File: config.mk
export PLATFORM = sky130hd
export DESIGN_NAME = bus_transfer_sequencer
export DESIGN_NICKNAME = d
export VERILOG_FILES = /design/src/rtl/bus_transfer_sequencer.sv
export SDC_FILE = /design/constraint.sdc
export NUM_CORES = 1
export LEC_CHECK = 0
export CORE_MARGIN = 2
export CORE_UTILIZATION = 45
export CTS_CLUSTER_DIAMETER = 50
export DETAILED_ROUTE_END_ITERATION = 6
export PLACE_DENSITY = 0.72
export SYNTH_ARGS = -nofsm -noshare
export SYNTH_HDL_FRONTEND = slang
export SYNTH_SLANG_ARGS = --single-unit
File: constraint.sdc
create_clock -name clk -period 1.8 [get_ports clk]
set_input_delay 0.36 -clock clk [delete_from_list [all_inputs] [get_ports clk]]
set_output_delay 0.36 -clock clk [all_outputs]
set_load 0.005 [all_outputs]
File: src/rtl/bus_transfer_sequencer.sv
// Sequences one-hot bus-drive and load enables for the single-bit register cells
// on the shared tristate bus. It handles MOVE, SWAP (through a scratch register) and BROADCAST.
module bus_transfer_sequencer #(
  parameter int NUM_REGS = 8,
  parameter int IDX_W    = 3,
  parameter int TMP_IDX  = 7
) (
  input  logic                clk,
  input  logic                reset,
  input  logic                req_valid,
  output logic                req_ready,
  input  logic [1:0]          op,
  input  logic [IDX_W-1:0]    src,
  input  logic [IDX_W-1:0]    dst,
  output logic [NUM_REGS-1:0] r_out,
  output logic [NUM_REGS-1:0] r_in,
  output logic                busy,
  output logic                done,
  output logic                err
);

  localparam logic [1:0]       OP_MOVE  = 2'b00;
  localparam logic [1:0]       OP_SWAP  = 2'b01;
  localparam logic [1:0]       OP_BCAST = 2'b10;
  localparam logic [IDX_W-1:0] TMP      = IDX_W'(TMP_IDX);

  typedef enum logic [1:0] {IDLE, T1, T2, T3} state_t;

  state_t                state_q, state_d;
  logic [1:0]            op_q, op_d;
  logic [IDX_W-1:0]      src_q, src_d;
  logic [IDX_W-1:0]      dst_q, dst_d;
  logic [NUM_REGS-1:0]   r_out_q, r_out_d;
  logic [NUM_REGS-1:0]   r_in_q, r_in_d;
  logic                  done_q, done_d;
  logic                  err_q, err_d;
  logic                  src_bad, dst_bad, illegal;

  // An out-of-range index shifts the single set bit off the top, so it yields no enable
  function automatic logic [NUM_REGS-1:0] onehot(input logic [IDX_W-1:0] idx);
    onehot = {{(NUM_REGS-1){1'b0}}, 1'b1} << idx;
  endfunction

  // Indices are compared at full width against the register count, so nothing wraps
  always_comb begin
    src_bad = 32'(src) >= NUM_REGS;
    dst_bad = 32'(dst) >= NUM_REGS;
    illegal = 1'b0;
    case (op)
      OP_MOVE:  illegal = src_bad || dst_bad || (src == dst);
      OP_SWAP:  illegal = src_bad || dst_bad || (src == dst) || (src == TMP) || (dst == TMP);
      OP_BCAST: illegal = src_bad;
      default:  illegal = 1'b1;
    endcase
  end

  always_comb begin
    state_d = state_q;
    op_d    = op_q;
    src_d   = src_q;
    dst_d   = dst_q;
    r_out_d = '0;
    r_in_d  = '0;
    done_d  = 1'b0;
    err_d   = 1'b0;
    case (state_q)
      IDLE: begin
        if (req_valid) begin
          if (illegal) begin
            err_d = 1'b1;
          end else begin
            op_d    = op;
            src_d   = src;
            dst_d   = dst;
            state_d = T1;
            r_out_d = onehot(src);
            if (op == OP_BCAST)     r_in_d = ~onehot(src);
            else if (op == OP_SWAP) r_in_d = onehot(TMP);
            else                    r_in_d = onehot(dst);
          end
        end
      end
      T1: begin
        if (op_q == OP_SWAP) begin
          state_d = T2;
          r_out_d = onehot(dst_q);
          r_in_d  = onehot(src_q);
        end else begin
          state_d = IDLE;
          done_d  = 1'b1;
        end
      end
      T2: begin
        state_d = T3;
        r_out_d = onehot(TMP);
        r_in_d  = onehot(dst_q);
      end
      default: begin
        state_d = IDLE;
        done_d  = 1'b1;
      end
    endcase
  end

  always_ff @(posedge clk or negedge reset) begin
    if (!reset) begin
      state_q <= IDLE;
      op_q    <= '0;
      src_q   <= '0;
      dst_q   <= '0;
      r_out_q <= '0;
      r_in_q  <= '0;
      done_q  <= 1'b0;
      err_q   <= 1'b0;
    end else begin
      state_q <= state_d;
      op_q    <= op_d;
      src_q   <= src_d;
      dst_q   <= dst_d;
      r_out_q <= r_out_d;
      r_in_q  <= r_in_d;
      done_q  <= done_d;
      err_q   <= err_d;
    end
  end

  assign r_out     = r_out_q;
  assign r_in      = r_in_q;
  assign done      = done_q;
  assign err       = err_q;
  assign busy      = (state_q != IDLE);
  assign req_ready = (state_q == IDLE);

endmodule

Word level (Yosys, flattened, before mapping)
Index checks and enable logic that the tools add are counted.
{"block": "totals", "ff_bits": 28, "out_inout_bits": 20, "wordCells": 52}
{"block": "op_classes", "n_reduce_logical": 8, "eq_ne": 10, "bitwise": 2, "muxes": 20, "shift": 4}
{"operator": "$mux W8", "count": 8}
{"operator": "$pmux W8 S3", "count": 2}
{"operator": "$shl A1 B3 Y8 const A", "count": 4}
{"operator": "$not A8 Y8", "count": 1}
{"operator": "$eq A2 B1 Y1 const B", "count": 3}
{"operator": "$eq A3 B3 Y1 const B", "count": 2}
{"operator": "$mux W2", "count": 3}
{"operator": "$pmux W2 S3", "count": 1}
{"operator": "$eq A2 B2 Y1 const B", "count": 2}
{"operator": "$logic_not A2 Y1", "count": 2}
{"operator": "$mux W1", "count": 4}
{"operator": "$ne A2 B2 Y1 const B", "count": 2}
{"operator": "$eq A3 B3 Y1", "count": 1}
{"operator": "$pmux W1 S3", "count": 1}
{"operator": "$reduce_and A3 Y1", "count": 1}
{"operator": "$logic_or A1 B1 Y1", "count": 2}
{"operator": "$pmux W1 S2", "count": 1}
{"operator": "$reduce_and A2 Y1", "count": 1}
{"operator": "$reduce_bool A2 Y1", "count": 1}
{"operator": "$reduce_or A2 Y1", "count": 1}
{"operator": "$not A1 Y1", "count": 1}

Longest topological paths before layout
{"block": "depth", "ltp_word": 7, "depth_mapped": 6, "ltp_nobuf": 4}

Worst setup path before layout
Ideal clock, no wire load.
{"block": "synth_timing", "path_type": "in2reg", "start": "in dst[0]", "end": "reg dst_q[1]", "cell_stages": 6, "required_ps": 1672, "path_buffers": 2, "arrival_ps": 1734, "setup_ps": 128, "slack_ps": -62, "cell_sequence": "buf_2 xor2_1 or4_4 nand3_2 buf_4 mux2_1"}
{"block": "synth_between", "elab_chain_cells": 6}
{"element": "start: declaration", "line_no": "14", "rtl": "input logic [IDX_W-1:0] dst,"}
{"element": "$eq A3 B3 Y1", "line_no": "50, 51"}
{"element": "$logic_or A1 B1 Y1 (2 in series)", "line_no": "51", "rtl": "OP_SWAP: illegal = src_bad || dst_bad || (src == dst) || (src == TMP) || (dst == TMP);"}
{"element": "$pmux W1 S3 *", "line_no": "49", "rtl": "case (op)"}
{"element": "$not A1 Y1 (no source line) *"}
{"element": "$reduce_and A3 Y1 (no source line) *"}
{"element": "end signal: assignment", "line_no": "119", "rtl": "dst_q <= dst_d;"}
{"element": "end: declaration", "line_no": "32", "rtl": "logic [IDX_W-1:0] dst_q, dst_d;"}
Every way passes the cells marked *; elsewhere a longest branch is shown, timed or not.
A chain may end at the register's enable or synchronous reset.

Worst setup path in the final report
{"block": "layout_timing", "start": "in op[0]", "end": "reg r_in_q[1] (netlist: r_in[1])"}
{"block": "layout_between", "elab_chain_cells": 6}
{"element": "start: declaration", "line_no": "12", "rtl": "input logic [1:0] op,"}
{"element": "$eq A2 B1 Y1", "line_no": "49, 78"}
{"element": "$mux W8", "line_no": "78", "rtl": "else if (op == OP_SWAP) r_in_d = onehot(TMP);"}
{"element": "$mux W8", "line_no": "77", "rtl": "if (op == OP_BCAST) r_in_d = ~onehot(src);"}
{"element": "$mux W8 *", "line_no": "69", "rtl": "if (illegal) begin"}
{"element": "$mux W8 *", "line_no": "68", "rtl": "if (req_valid) begin"}
{"element": "$pmux W8 S3 *", "line_no": "66", "rtl": "case (state_q)"}
{"element": "named net r_in_d[1]", "line_no": "34", "rtl": "logic [NUM_REGS-1:0] r_in_q, r_in_d;"}
{"element": "end signal: assignment", "line_no": "121", "rtl": "r_in_q <= r_in_d;"}
{"element": "end: declaration", "line_no": "34"}
The timed path passes the listed nets; every way through them passes the cells marked *.

==> flow_summary.toml <==
[sta]
worst_slew_margin_rel = 0.628
fin_setup_tns_ps = 0
grt_setup_unrepaired = "false"
finalCritPeriodShare = 0.958
finalWorstSetupSlack_ps = 74.8
slew_viol_final = 0
tightestPinTransition_ps = 551
hold_viol = 0
finalSetupViolations = 0
fmax_mhz = 580
fin_skew_ps = 1.82
finalCriticalPeriod_ps = 1730

[power_and_ir_drop]
powerDensity_nw_per_um2 = 1080
p_leak_nw = 0.898
total_power_w = 0.00221
ir_worst_vdd_mv = 0.472

[worst_setup_path]
required_ps = 2030
cp.arrival_ps = 1950
r2r-start = "state_q[1]"
reg2reg_slack_ps = 240
critPathCaptureType = "flop"
reg2reg_to = "r_out[1]"
worst-path-max-fanout = 10
path_class = "input pin to flop"
reg2regPathDepth = 5
critical_path.startpoint_type = "input pin"

[cells_and_area]
antenna_cells = 0
drive_above_1_share = 0.241
final_common_cell = "dfrtp_1"
fillCellCount = 256
final_cell_mix = "dfrtp_1, buf_4, clkdlybuf4s50_1"
syn_to_final_growth_pct = 39.7
fin_util = 0.664
fin_nets = 207
fin_cells = 239

[synthesis]
synth_ff_type = "dfrtp_1"
ys_types = 45
ys_warn_count = 0
syn-num-nets = 153
syn_inst = 142
ys_top_cells_by_area = "dfrtp_1, mux2_1, nand2_1"
synth_top_area_cell = "dfrtp_1"
synth_top_area_frac = 0.479
avgSynthCellArea_um2 = 10.3
synth_area_um2 = 1460
async_flop_share = 1.00
synth_edf_count = 0
synth-seq-cells = 28
ys_seq_area_frac = 0.479

[placement]
dp_slack_ps = -445
post-dp-hpwl_um = 2660
place.gp.congestion = 0.887
placed_cells = 231
port_buffers = 30

[floorplanning]
io_pins = 31
die_height_um = 61.0
start_util = 0.475
die_x_um = 61.0
core_um2 = 3080
row_count = 20
die_area_um2 = 3720

[run]
maxCapViolCount = 0

[status]
status = "finished, final reports clean"

[clock_network]
cts_buffers = 3
clock_latency_ps = 320
ctsRootBufferMaster = "clkbuf_4"
h-tree-depth = 1
clkTransAtPathRegs_ps = 140
clk_path_buf_depth = 2
tritoncts = "built"
clock_sinks = 28

[global_route]
grt_pass1_wl_um = 5630
antenna_found_initial = 0
grt_pass1_vias = 1220
grt_start_max_net_pins = 29
grt_overflow_total = 0
grt.total_usage = 0.207

[route]
final_antenna_net_count = 0
routedWlPerCell_um = 15.2
num_vias = 1350
drc_errors = 0
routed_wl_um = 3640
dr.pass1.iters = 4
routed_via_density = 5.65
drt_iter0_markers = 58

[min_path]
hp-class = "input pin to asynchronous set/reset pin"
synthesized netlist by cell type, types with 3 or more instances:
cell type and n:
nand3_1 3, nand2_1 14, or3_1 4, o21ai_0 3, nor3_1 3, nand2b_1 7, mux2_1 5, dfrtp_1 28
inv_1 4, a31oi_1 3, clkbuf_1 5, o22ai_1 5, o221ai_1 6, xor2_1 4, nor2_1 8
report_power, final:
group	leakage, nW	internal [W]	switching (W)
Combinational	0.511	0.000522	0.000406
Sequential	0.366	0.000814	0.000167
Clock	0.0210	0.000124	0.000180
Total	0.898	0.00146	0.000753
routing by layer:
layer	wire length, µm	part of all wire	vias to the layer above	global-route usage
met5	0	0	-	0
met3	249	0.068	4	0.0252
met1	1590	0.44	638	0.288
met4	28	0.0077	0	0.0559
met2	1770	0.49	66	0.346
li1	-	-	642	-
metrics by stage:
step | hold WS (ps) | area (µm²)
2_1_floorplan | 64.4 | 1480
3_3_place_gp | 500 | 1960
3_5_place_dp | 499 | 1960
4_1_cts | 386 | 2000
5_1_grt | 411 | 2040
6_report | 387 | 2040
cell families (layout without fill, tap and decap cells):
kind of cell,Yosys count,after routing,share of synthesized area
AO/OA/AOI/OAI,32,32,0.163
XOR/XNOR,4,4,0.0239
buffers and inverters,14,66,0.0505
flip-flops,28,28,0.479
multiplexers,8,8,0.0667
AND/OR/NAND/NOR,56,57,0.216
worst max-delay path by stage:
stage	from	endpoint	slack [ps]	depth (start not counted)
after floorplan	dst[2]	dst_q[1]	-30	6
after global placement	src[2]	r_in[1]	-380	5
after detailed placement	dst[2]	r_out[1]	-450	7
after CTS	dst[2]	r_out[1]	20	7
after global routing	op[0]	r_in[1]	20	6
final	op[0]	r_in[1]	70	6
flip-flops by register name (all words and copies together), names as in the netlist:
name and count:
r_in 8, err 1, r_out 8, state_q 2, src_q 3, done 1
op_q 2, dst_q 3
repair_timing:
| action | in CTS | in global routing |
|---|---|---|
| endpoints found under the hold margin | 0 | 0 |
| setup endpoints to repair | 14 | 2 |
| pin swaps | 2 | 2 |
| buffers inserted | 1 | 2 |
| resized for setup | 8 | 5 |
| hold buffers | 0 | 0 |
| gates cloned | 0 | 1 |
layout make-up:
class / count / area [µm²] / area share
multi-input combinational: 101 / 724 / 0.355
tap: 44 / 55.1 / 0.0269
inverter: 4 / 15.0 / 0.00735
sequential: 28 / 701 / 0.343
timing repair buffer: 58 / 512 / 0.250
clock buffer: 4 / 36.3 / 0.0178
worst max-delay path, cell delays in order:
cell and delay [ps]:
clkdlybuf4s50_1 500, buf_6 160, nand4_1 120, and3_2 280, and3_4 210, a221o_1 320
Note: power is estimated with default switching activity, not from simulation.
